File: src/rtl/sp_pkg.sv
// Shared constants for the ADC averaging path: sample width, default window depth, filter states.
// Latency: n/a (declarations only).
// Backpressure: n/a.
package sp_pkg;
  localparam int ADC_W      = 12;
  localparam int LOG2_N_DEF = 3;

  // Filter state encoding kept as plain constants so legacy netlists see a 1-bit flop.
  localparam logic [0:0] ST_FILL = 1'b0;
  localparam logic [0:0] ST_RUN  = 1'b1;
endpackage

File: src/rtl/adc_avg_filter_if.sv
// Bundle between the XADC wrapper / optimizer and the averaging filter.
// Latency: n/a (wires only).
// Backpressure: none; ADC_EOC is a one-cycle strobe the filter always accepts.
interface adc_avg_filter_if;
  logic                       ADC_EOC;
  logic [sp_pkg::ADC_W-1:0]   ADC_DATA;
  logic                       CLR;
  logic [sp_pkg::ADC_W-1:0]   V_OUT;
  logic                       V_VALID;
  logic                       FILLED;
  logic [sp_pkg::ADC_W-1:0]   PEAK_V;

  // Sample source / controller side.
  modport master (
    output ADC_EOC, ADC_DATA, CLR,
    input  V_OUT, V_VALID, FILLED, PEAK_V
  );

  // Filter side.
  modport slave (
    input  ADC_EOC, ADC_DATA, CLR,
    output V_OUT, V_VALID, FILLED, PEAK_V
  );
endinterface

File: src/rtl/adc_ring_buf.sv
// Window storage: DEPTH x DATA_W distributed RAM, async read and sync write at the same address.
// Latency: read combinational, write lands on the next CLK edge.
// Backpressure: none; WE is honoured every cycle.
module adc_ring_buf #(
  parameter int DATA_W = 12,
  parameter int ADDR_W = 3
) (
  input  logic              CLK,
  input  logic              WE,
  input  logic [ADDR_W-1:0] ADDR,
  input  logic [DATA_W-1:0] DIN,
  output logic [DATA_W-1:0] DOUT
);
  localparam int DEPTH = 1 << ADDR_W;

  logic [DATA_W-1:0] mem_q [DEPTH];

  // Store the accepted sample over the oldest entry; contents are never reset.
  always_ff @(posedge CLK) begin
    if (WE) mem_q[ADDR] <= DIN;
  end

  assign DOUT = mem_q[ADDR];
endmodule

File: src/rtl/adc_avg_filter.sv
// Moving average over the last 2**LOG2_N ADC conversions; optional peak hold under ADC_PEAK_HOLD_EN.
// Latency: ADC_EOC sampled at edge k -> V_VALID/V_OUT after edge k+1 (RUN, or Nth fill sample).
// Backpressure: none; an EOC every cycle is absorbed, CLR wins over a same-cycle EOC.
module adc_avg_filter
  import sp_pkg::*;
#(
  parameter int LOG2_N = LOG2_N_DEF
) (
  input  logic             CLK,
  input  logic             RST_N,
  adc_avg_filter_if.slave  bus
);
  localparam int N     = 1 << LOG2_N;
  localparam int SUM_W = ADC_W + LOG2_N;

  logic [0:0]        state_q, state_d;
  logic [SUM_W-1:0]  sum_q, sum_d;
  logic [LOG2_N-1:0] wr_ptr_q, wr_ptr_d;
  logic              pend_q, pend_d;
  logic [ADC_W-1:0]  v_out_q, v_out_d;
  logic              v_valid_q, v_valid_d;

  logic              accept;
  logic              last_fill;
  logic [ADC_W-1:0]  ring_dout;
  logic [ADC_W-1:0]  old_smp;

  // In FILL, wr_ptr doubles as the fill count: both start at 0 and advance together.
  assign accept    = bus.ADC_EOC & ~bus.CLR;
  assign last_fill = (state_q == ST_FILL) && (wr_ptr_q == LOG2_N'(N - 1));
  assign old_smp   = (state_q == ST_FILL) ? '0 : ring_dout;

  adc_ring_buf #(
    .DATA_W (ADC_W),
    .ADDR_W (LOG2_N)
  ) u_ring (
    .CLK  (CLK),
    .WE   (accept),
    .ADDR (wr_ptr_q),
    .DIN  (bus.ADC_DATA),
    .DOUT (ring_dout)
  );

  // Stage 1: running sum, write pointer, fill FSM and the stage-2 request.
  always_comb begin
    state_d  = state_q;
    sum_d    = sum_q;
    wr_ptr_d = wr_ptr_q;
    pend_d   = 1'b0;
    if (bus.CLR) begin
      state_d  = ST_FILL;
      sum_d    = '0;
      wr_ptr_d = '0;
    end else if (accept) begin
      // Modular add/sub is exact: the true window sum always fits SUM_W.
      sum_d    = sum_q + SUM_W'(bus.ADC_DATA) - SUM_W'(old_smp);
      wr_ptr_d = wr_ptr_q + LOG2_N'(1);
      pend_d   = (state_q == ST_RUN) || last_fill;
      if (last_fill) state_d = ST_RUN;
    end
  end

  // Stage 2: publish the average one cycle after the sum settles; CLR cancels a pending strobe.
  always_comb begin
    v_out_d   = v_out_q;
    v_valid_d = 1'b0;
    if (pend_q && !bus.CLR) begin
      v_out_d   = sum_q[SUM_W-1:LOG2_N];
      v_valid_d = 1'b1;
    end
  end

  // State registers for both stages.
  always_ff @(posedge CLK or negedge RST_N) begin
    if (!RST_N) begin
      state_q   <= ST_FILL;
      sum_q     <= '0;
      wr_ptr_q  <= '0;
      pend_q    <= 1'b0;
      v_out_q   <= '0;
      v_valid_q <= 1'b0;
    end else begin
      state_q   <= state_d;
      sum_q     <= sum_d;
      wr_ptr_q  <= wr_ptr_d;
      pend_q    <= pend_d;
      v_out_q   <= v_out_d;
      v_valid_q <= v_valid_d;
    end
  end

  assign bus.V_OUT   = v_out_q;
  assign bus.V_VALID = v_valid_q;
  assign bus.FILLED  = (state_q == ST_RUN);

`ifdef ADC_PEAK_HOLD_EN
  logic [ADC_W-1:0] peak_q, peak_d;

  // Peak follows each new strobed average; ties keep the held value.
  always_comb begin
    peak_d = peak_q;
    if (bus.CLR) begin
      peak_d = '0;
    end else if (v_valid_d && (v_out_d > peak_q)) begin
      peak_d = v_out_d;
    end
  end

  // Peak register, cleared with the rest of the filter.
  always_ff @(posedge CLK or negedge RST_N) begin
    if (!RST_N) peak_q <= '0;
    else        peak_q <= peak_d;
  end

  assign bus.PEAK_V = peak_q;
`else
  assign bus.PEAK_V = '0;
`endif
endmodule

File: src/flat_wrapper.sv
// flat-port wrapper written by rule: the top's interface ports become plain ports
module adc_avg_filter_flat import sp_pkg::*;
#(
  parameter int LOG2_N = LOG2_N_DEF
)
  (CLK, RST_N, bus_ADC_EOC, bus_ADC_DATA, bus_CLR, bus_V_OUT, bus_V_VALID, bus_FILLED, bus_PEAK_V);
  adc_avg_filter_if bus_i ();
  input  logic CLK;
  input  logic RST_N;
  input wire logic [$bits(bus_i.ADC_EOC)-1:0] bus_ADC_EOC;
  input wire logic [$bits(bus_i.ADC_DATA)-1:0] bus_ADC_DATA;
  input wire logic [$bits(bus_i.CLR)-1:0] bus_CLR;
  output wire logic [$bits(bus_i.V_OUT)-1:0] bus_V_OUT;
  output wire logic [$bits(bus_i.V_VALID)-1:0] bus_V_VALID;
  output wire logic [$bits(bus_i.FILLED)-1:0] bus_FILLED;
  output wire logic [$bits(bus_i.PEAK_V)-1:0] bus_PEAK_V;
  assign bus_i.ADC_EOC = bus_ADC_EOC;
  assign bus_i.ADC_DATA = bus_ADC_DATA;
  assign bus_i.CLR = bus_CLR;
  assign bus_V_OUT = bus_i.V_OUT;
  assign bus_V_VALID = bus_i.V_VALID;
  assign bus_FILLED = bus_i.FILLED;
  assign bus_PEAK_V = bus_i.PEAK_V;
  adc_avg_filter #(.LOG2_N(LOG2_N)) u_core (.CLK(CLK), .RST_N(RST_N), .bus(bus_i));
endmodule
File: config.mk
export PLATFORM = sky130hd
export DESIGN_NAME = adc_avg_filter_flat
export DESIGN_NICKNAME = d
export VERILOG_FILES = /design/src/rtl/sp_pkg.sv /design/src/rtl/adc_avg_filter_if.sv /design/src/rtl/adc_ring_buf.sv /design/src/rtl/adc_avg_filter.sv /design/src/flat_wrapper.sv
export SDC_FILE = /design/constraint.sdc
export NUM_CORES = 1
export LEC_CHECK = 0
export ABC_AREA = 1
export BUFFER_PORTS_ARGS = -buffer_cell sky130_fd_sc_hd__buf_4
export CAP_MARGIN = 0
export CELL_PAD_IN_SITES_DETAIL_PLACEMENT = 1
export CELL_PAD_IN_SITES_GLOBAL_PLACEMENT = 1
export CORE_MARGIN = 4
export CORE_UTILIZATION = 51
export CTS_CLUSTER_SIZE = 25
export DETAILED_ROUTE_END_ITERATION = 10
export HOLD_SLACK_MARGIN = 0.03
export PLACE_DENSITY_LB_ADDON = 0.1
export REMOVE_ABC_BUFFERS = 1
export SLEW_MARGIN = 20
export SYNTH_ARGS = -nofsm -noshare
export SYNTH_HDL_FRONTEND = slang
export SYNTH_SLANG_ARGS = --single-unit
File: constraint.sdc
create_clock -name CLK -period 5 [get_ports CLK]
set_clock_uncertainty 0.1 [all_clocks]
set_input_delay 0.5 -clock CLK [delete_from_list [all_inputs] [get_ports CLK]]
set_output_delay 0.5 -clock CLK [all_outputs]
set_load 0.03 [all_outputs]
## After elaboration in Yosys (flattened, before gate mapping)

Memory sizes are Yosys's and may differ from the RTL's.
Index checks and enable logic that the tools add are counted.

| cells by class | value |
|---|---|
| reductions and logical operators | 7 |
| mux-type cells | 13 |
| bitwise gates (word level) | 3 |
| $add $sub $neg | 3 |
| equal/unequal tests | 1 |

Operators by type and width:

| kind | count |
|---|---|
| 15-bit two-way mux | 2 |
| 15-bit by 12-bit adder with 15-bit output | 1 |
| 15-bit by 12-bit subtractor with 15-bit output | 1 |
| 12-bit two-way mux | 1 |
| 1-bit two-way mux | 8 |
| 3-bit two-way mux | 2 |
| 2-bit nonzero test | 2 |
| 3-bit by 1-bit adder with 3-bit output (second input constant) | 1 |
| 3-bit == test (second input constant) | 1 |
| 1-bit logical AND | 2 |
| 1-bit inverter | 2 |
| 2-bit AND reduction | 1 |
| 1-bit AND | 1 |
| 1-bit zero test | 1 |
| 1-bit logical OR | 1 |

| word-level totals | value |
|---|---|
| memories | 1 |
| output and inout port bits | 26 |
| logic and storage cells | 34 |
| bits in registers | 33 |
| memory bits (writable) | 96 |

Memory list:

| memory | words | bits a word | read ports | clocked after Yosys merged registers in | wr ports | line | text |
|---|---|---|---|---|---|---|---|
| u_core.u_ring.mem_q | 8 | 12 | 1 | 0 | 1 | adc_ring_buf.sv:16 | `logic [DATA_W-1:0] mem_q [DEPTH];` |

## Longest topological paths before layout

Gate-level depths: netlist of the first run.

| logic depth | value |
|---|---|
| word-level depth | 5 |
| gate-level depth with buffers | 20 |
| gate-level depth less buffers | 20 |

## Hierarchy

From an unflattened synthesis of the first run, not the netlist that was laid out.

| second synthesis, totals | value |
|---|---|
| cells, all modules | 781 |
| area total of the unflattened synthesis | 6772.7 um^2 |

By module, submodules not included:

| module | seq. area each (um^2) | area each (um^2) | cells each | times used |
|---|---|---|---|---|
| adc_ring_buf | 2882.8 | 4136.5 | 405 | 1 |
| adc_avg_filter | 825.8 | 2636.3 | 376 | 1 |

## Worst setup path before layout of the first run

Ideal clock, no wire load.

| timing path | value |
|---|---|
| kind | reg2reg |
| from | reg u_core.wr_ptr_q[0] |
| to | reg u_core.sum_q[14] |
| buffers on the path | 2 |
| required time | 4783 ps |
| path slack | 2121 ps |
| stages on the path, launching flop included | 18 |
| arrival time | 2662 ps |
| cells stage by stage | dfrtp_1 buf_2 buf_2 o211ai_1 nand2_1 a21oi_1 a31oi_1 fa_1 inv_1 fa_1 nand2_1 nand2_1 nand3_1 nand2_1 nand2_1 nand3_1 nand3_1 nand2_1 |

| on the way | value |
|---|---|
| cells in the longest elaborated chain, start to end | 5 |

RTL lines:

| what | line | text |
|---|---|---|
| from (decl) | adc_avg_filter.sv:18 | `logic [LOG2_N-1:0] wr_ptr_q, wr_ptr_d;` |
| from (signal assigned) | adc_avg_filter.sv:85 | `wr_ptr_q <= wr_ptr_d;` |
| memory 8 x 12 bit | - |  |
| 12-bit two-way mux | adc_avg_filter.sv:31 | `assign old_smp = (state_q == ST_FILL) ? '0 : ring_dout;` |
| 15-bit by 12-bit subtractor with 15-bit output | adc_avg_filter.sv:56 | `sum_d = sum_q + SUM_W'(bus.ADC_DATA) - SUM_W'(old_smp);` |
| 15-bit two-way mux | adc_avg_filter.sv:54 | `end else if (accept) begin` |
| 15-bit two-way mux | adc_avg_filter.sv:50 | `if (bus.CLR) begin` |
| to (signal assigned) | adc_avg_filter.sv:84 | `sum_q <= sum_d;` |
| to (decl) | adc_avg_filter.sv:17 | `logic [SUM_W-1:0] sum_q, sum_d;` |

Every way passes these cells. The select of a mux whose other input is x is not followed.
A chain may end at the register's enable or synchronous reset.

## Worst setup path after layout of the first run

| timing path | value |
|---|---|
| from | reg u_core.wr_ptr_q[0] |
| to | reg u_core.sum_q[12] |

Same word-level chain as after synthesis.

==> results.cfg, run 1 <==
[routing]
drt_iter0_markers = 302
drt-wirelength-per-cell_um = 19.33
ant_nets = 0
via_per_inst = 5.367
first_pass_iters = 4
drc = 0
routed_wl_um = 16640
dr_total_vias = 4621

[die]
fp.coreArea_um2 = 12060
rows = 40
ios = 42
fp.dieH_um = 119.3
dieArea_um2 = 14240
die_w_um = 119.3
start_util_pct = 52.40

[worst_setup_path]
path_depth = 17
cp_slowest_stage_delay_ns = 0.46
cp_slowest_cell = nor2_2
worstPathCellList = buf_4 > nor2_2 > nand2_1 > o21ai_1 > a21oi_1 > a21oi_1 > ha_1 > inv_1 > ha_1 > fa_1 > nand2_1 > a21oi_2 > nand3_1 > nand3_1 > nand2_1 > nand3_1 > nand2_1
cp_num_buf_inv = 2
worst-path-max-fanout = 43
regToRegEndpoint = u_core.sum_q[12]
r2r_slack_ns = 1.36
r2r_start = u_core.wr_ptr_q[0]
reg2regPathDepth = 17
worst-endpoint-arrival_ns = 3.85
worst_path_most_repeated_cell = nand2_1
required_ns = 5.21
crit_path_end_kind = flip-flop
critPathKind = reg -> reg
setup.worst_path.start = u_core.wr_ptr_q[0]
startpoint_type = flip-flop
cpLargestDelayFamily = simple AND/OR/NAND/NOR gates

[clock_network]
clk_pin_slew_ns = 0.06
cts-buffers-inserted = 17
clock_latency_ns = 0.43
cts_root_buf = clkbuf_16
cts.sinks = 129
cts_tree = yes
cts.path.max_buffers = 2
htree_levels = 4
cts_post_setup_buffers_inserted = 0

[synthesis]
netlist.top_cell.by_area = edfxtp_1
yosys-top-cells-count = 142 x nand2_1, 102 x inv_1, 96 x edfxtp_1
synth_ff_type = edfxtp_1
ys_seq_area_share_pct = 58.68
ys_warn_count = 0
synthCells = 640
synth_area_leaders = edfxtp_1 46%, dfrtp_1 13%, nand2_1 8.4%
synth_edf_count = 96
synth.distinct_cells = 32
postSynthAreaPerCell_um2 = 9.875
netlist_area_um2 = 6320
synth_seq_cells = 129
synth_most_common_cell = nand2_1
async_flop_share_pct = 25.58
synth_top_area_share_pct = 45.61

[placement]
post-place-ws_ns = 1.354
gp_congestion = 0.8462
port_buffers = 29
detailed_place_hpwl_um = 11370

[power]
pwr_density_cell_nw_per_um2 = 454.2
p_leak_nw = 3.158
total_power_w = 0.003275
ir_drop_v = 0.0002637

[global_routing]
grt_pass1_wl_um = 26700
grt_max_degree = 44
grt_usage_pct = 25.02
grt-ovfl-total = 0
grt_pass1_vias = 4952
antenna_found_initial = 0

[hold_path]
hold_class = in -> reg
whs_endpoint = u_core.bus.FILLED
min_from = bus_CLR
holdPathStages = 2

[timing]
tns_ns = 0
fin_crit_ns = 3.643
fin_ws_ns = 1.357
hold_viol = 0
slew_headroom_pct = 45.99
tightestPinTransition_ns = 0.8093
finalCritPeriodShare_pct = 72.85
hold_ws_ns = 0.2027
fmax_ghz = 0.2745
rsz0062_at_grt = no
slew_viol_final = 0
setup_viol = 0

[final_layout]
area_growth_pct = 14.10
antenna_cells = 0
layout-drive-gt1-share_pct = 11.40
nets = 725
final_core_util_pct = 59.78
num-fill-cells = 1349

[job]
maxCapViolations = 0

[run_status]
status = finished clean
==> through the flow <==
step / cells / area, um2
detailed placement: 828 / 6644
global placement: 828 / 6644
CTS: 861 / 7208
floorplan: 623 / 6156
finish: 861 / 7211
global route: 861 / 7211
==> metal layers <==
| metal | GRT usage, % | routed length, um |
|---|---|---|
| met2 | 42.21 | 8415 |
| met4 | 8.375 | 286 |
| met5 | 0 | 0 |
| met1 | 31.84 | 7257 |
| met3 | 5.983 | 680 |
==> registers in the layout (all words and copies together) (netlist names) <==
name / cells
u_core.bus.FILLED: 1
u_core.sum_q: 15
u_core.bus.V_VALID: 1
u_core.wr_ptr_q: 3
u_core.u_ring.mem_q: 96
u_core.bus.V_OUT: 12
u_core.pend_q: 1
==> what timing repair did <==
item	in CTS	in global routing
hold buffers	1	0
gates resized for setup	0	0
endpoints found under the hold margin	33	0
setup endpoints to repair	0	0
==> cell type report <==
type                       count  area [um2]  area share [%]
sequential                   129        3709           51.43
multi-input combinational    387        2046           28.37
clock buffer                  20       436.7           6.056
inverter                     107       404.1           5.605
timing repair buffer          38       287.8           3.991
tap                          168       210.2           2.915
clock inverter                12       117.6           1.631
==> worst max path at each step <==
stage	end	slack, ns
floorplan	u_core.sum_q[14]	1.50
CTS	u_core.sum_q[12]	1.30
finish	u_core.sum_q[12]	1.36
global route	u_core.sum_q[10]	1.07
detailed placement	u_core.sum_q[12]	1.35
global placement	u_core.sum_q[12]	1.52
==> power by group <==
group,switching (W),internal (W),total [W]
Combinational,0.000574,0.000271,0.000845
Clock,0.000458,0.000724,0.00118
Sequential,0.0000347,0.00121,0.00125
==> cells in the final DEF, fill, tap and decap left out, drive strengths merged, types with 3 or more instances in the layout <==
cell type,instances
nand2,143
inv,107
edfxtp,96
nor2,74
o21ai,60
buf,37
dfrtp,33
a21oi,26
nand3,20
clkbuf,20
ha,17
fa,12
conb,12
o211ai,7
a31oi,7
clkinv,7
clkinvlp,3
==> cell families after synthesis <==
| group | synth area share (%) |
|---|---|
| fa+ha+maj | 7.167 |
| compound gates | 9.008 |
| simple gates | 15.30 |
| buf+inv | 9.642 |
| other cells | 0.05934 |
| flops | 58.68 |
| xor+xnor | 0.1386 |
Note: power is estimated with default switching activity, not from simulation.
==> run 2: changes to the inputs <==
--- a/config.mk
+++ b/config.mk
@@ -11,7 +11,7 @@
 export CELL_PAD_IN_SITES_DETAIL_PLACEMENT = 1
 export CELL_PAD_IN_SITES_GLOBAL_PLACEMENT = 1
 export CORE_MARGIN = 4
-export CORE_UTILIZATION = 51
+export CORE_UTILIZATION = 43
 export CTS_CLUSTER_SIZE = 25
 export DETAILED_ROUTE_END_ITERATION = 10
 export HOLD_SLACK_MARGIN = 0.03
==> constraint.sdc (replaced) <==
create_clock -name CLK -period 3.3 [get_ports CLK]
set_clock_uncertainty 0.1 [all_clocks]
set_input_delay 0.33 -clock CLK [delete_from_list [all_inputs] [get_ports CLK]]
set_output_delay 0.33 -clock CLK [all_outputs]
set_load 0.03 [all_outputs]
==> run 2 against run 1 <==
  * Combinational power up 93%
  * Worst hold slack lost 0.14 ns
  * Final area up 9.9%
  * Non-clock buffer count rose by 35
  * Global-route usage down 2.8 points
  * Flip-flop and latch count unchanged
  * Via count grew 2.3%
  * Critical path type unchanged
  * Largest cell class unchanged
  * Highest routed layer unchanged
==> results.cfg, run 2 (same netlist as run 1, synthesis figures left out) <==
[clock_network]
htree_levels = 4
cts-buffers-inserted = 17
cts.path.max_buffers = 2
cts_root_buf = clkbuf_16
clk_pin_slew_ns = 0.06
cts_tree = yes
cts.sinks = 129
clock_latency_ns = 0.42

[placement]
detailed_place_hpwl_um = 12190
gp_congestion = 0.8523
port_buffers = 29
place_area_um2 = 6929

[timing]
slew_headroom_pct = 49.67
hold_viol = 0
finalCritPeriodShare_pct = 96.51
tightestPinTransition_ns = 0.7531
fin_crit_ns = 3.185
slew_viol_final = 0
setup_viol = 0
fmax_ghz = 0.3140
rsz0062_at_grt = yes

[routing]
drt_iter0_markers = 347
ant_nets = 0
route.met2.wl_um = 9424
drc = 0
wl_met3_um = 709
routed_wl_um = 18450
via_per_inst = 5.183
top_layer_used = met4
dr_total_vias = 4727
drt-wirelength-per-cell_um = 20.23
first_pass_iters = 4
wl_met1_um = 8036

[die]
dieArea_um2 = 16700
fp.coreArea_um2 = 14480
ios = 42
fp.dieH_um = 129.2
die_w_um = 129.2
rows = 44
start_util_pct = 43.65

[worst_setup_path]
startpoint_type = flip-flop
required_ns = 3.51
critPathKind = reg -> reg
reg2regPathDepth = 18
worst-path-max-fanout = 9
worst-endpoint-arrival_ns = 3.40
crit_path_end_kind = flip-flop

[global_routing]
grt-ovfl-total = 0
grt_pass1_vias = 5003
grt_max_degree = 34
antenna_found_initial = 0
grt_usage_pct = 22.25
grt_pass1_wl_um = 27410

[power]
total_power_w = 0.005493
seqPwrFrac_pct = 34.6
switching_share_pct = 33.17
ir_drop_v = 0.0004005
internal_power_w = 0.003671
p_comb_share_pct = 29.6
clkPwrFrac_pct = 35.8
switchingPower_w = 0.001822
pwr_density_cell_nw_per_um2 = 693.4
p_leak_nw = 3.413

[hold_path]
hold_class = in -> reg
holdPathStages = 1

[final_layout]
area_growth_pct = 25.34
antenna_cells = 0
num-fill-cells = 1602
finalInstanceArea_um2 = 7921
final_cell_mix = 135 x nand2_1, 102 x inv_1, 96 x edfxtp_1, 62 x buf_4, 60 x nor2_1
regMostFlops = u_core.u_ring.mem_q
largest_reg_flops = 96
layout_commonest_cell = nand2_1
layout-drive-gt1-share_pct = 22.66
nets = 760

[run_status]
status = finished clean

[job]
maxCapViolations = 0
[run 2: cell types whose count changed in the layout (fill, tap and decap cells not counted), sizes merged]
cell,before,now
buf,37,69
inv,107,111
clkinv,7,4
bufinv,2,3
dlygate4sd3,1,2
[run 2: worst paths after layout]
kind	from	to	slack, ns
worst max-delay path	u_core.wr_ptr_q[0]	u_core.sum_q[14]	0.12
worst min register to register	u_core.bus.V_OUT[5]	u_core.bus.V_OUT[5]	0.39
min in group asynchronous	RST_N	u_core.bus.V_OUT[9]	0.31
worst min-delay path	bus_ADC_DATA[2]	u_core.u_ring.mem_q[4][2]	0.06
worst max register to register	u_core.wr_ptr_q[0]	u_core.sum_q[14]	0.12
max in group asynchronous	RST_N	u_core.wr_ptr_q[2]	2.42
[run 2: metrics by stage]
step	cells	TNS [ns]	worst slack [ns]	utilization, %	hold slack (ns)
after global placement	871	0	0.06866	47.86	0.2103
after detailed placement	871	-0.07126	-0.03636	47.86	0.2219
final	912	0	0.1151	54.71	0.05848
after global routing	912	-0.4376	-0.08647	54.71	0.05622
after floorplan	623	-1.468	-0.1962	-	-0.06559
after CTS	905	0	0.007797	52.26	0.03019
[run 2: critical path, stage by stage (launching register included)]
cell	delay [ns]
dfrtp_2	0.53
inv_4	0.11
buf_4	0.19
o21ai_1	0.20
o21ai_1	0.12
a21oi_2	0.15
a21oi_2	0.09
ha_1	0.28
inv_1	0.04
ha_2	0.20
fa_2	0.39
nand2_4	0.10
nand2_1	0.07
nand3_1	0.09
nand2_2	0.09
nand2_1	0.09
nand3_1	0.09
nand3_1	0.09
nand2_1	0.05
[run 2: final cells by class]
type                    instances  area (um2)  share of cell area [%]
flip-flops and latches        129        3712                   46.86
multi-input cells             387        2306                   29.11
repair buffers                 73       658.1                   8.308
clock buffers                  18       429.2                   5.418
inverters                     107       406.6                   5.133
well taps                     184       230.2                   2.906
clock inverters                14       178.9                   2.259
[run 2: repair_timing]
action / in CTS / in global routing
cloned: 0 / 2
setup buffers: 1 / 4
resized for setup: 6 / 64
pin swaps: 1 / 15
setup endpoints to repair: 8 / 11
hold buffers: 1 / 1
hold endpoints to repair: 33 / 1
[run 2: power by group through the flow]
stage / combinational (W) / sequential, W / clock [W]
after global placement: 0.00131 / 0.00192 / 0
after global routing: 0.00183 / 0.00191 / 0.00207
after floorplan: 0.000848 / 0.00195 / 0
after detailed placement: 0.00135 / 0.00193 / 0
after CTS: 0.00138 / 0.00190 / 0.00198
final: 0.00163 / 0.00190 / 0.00197
[run 2: per-layer routing]
layer | vias up | track usage [%]
met3 | 18 | 4.122
met4 | 0 | 7.597
met2 | 105 | 37.84
met1 | 2386 | 28.77
met5 | - | 0
li1 | 2218 | -
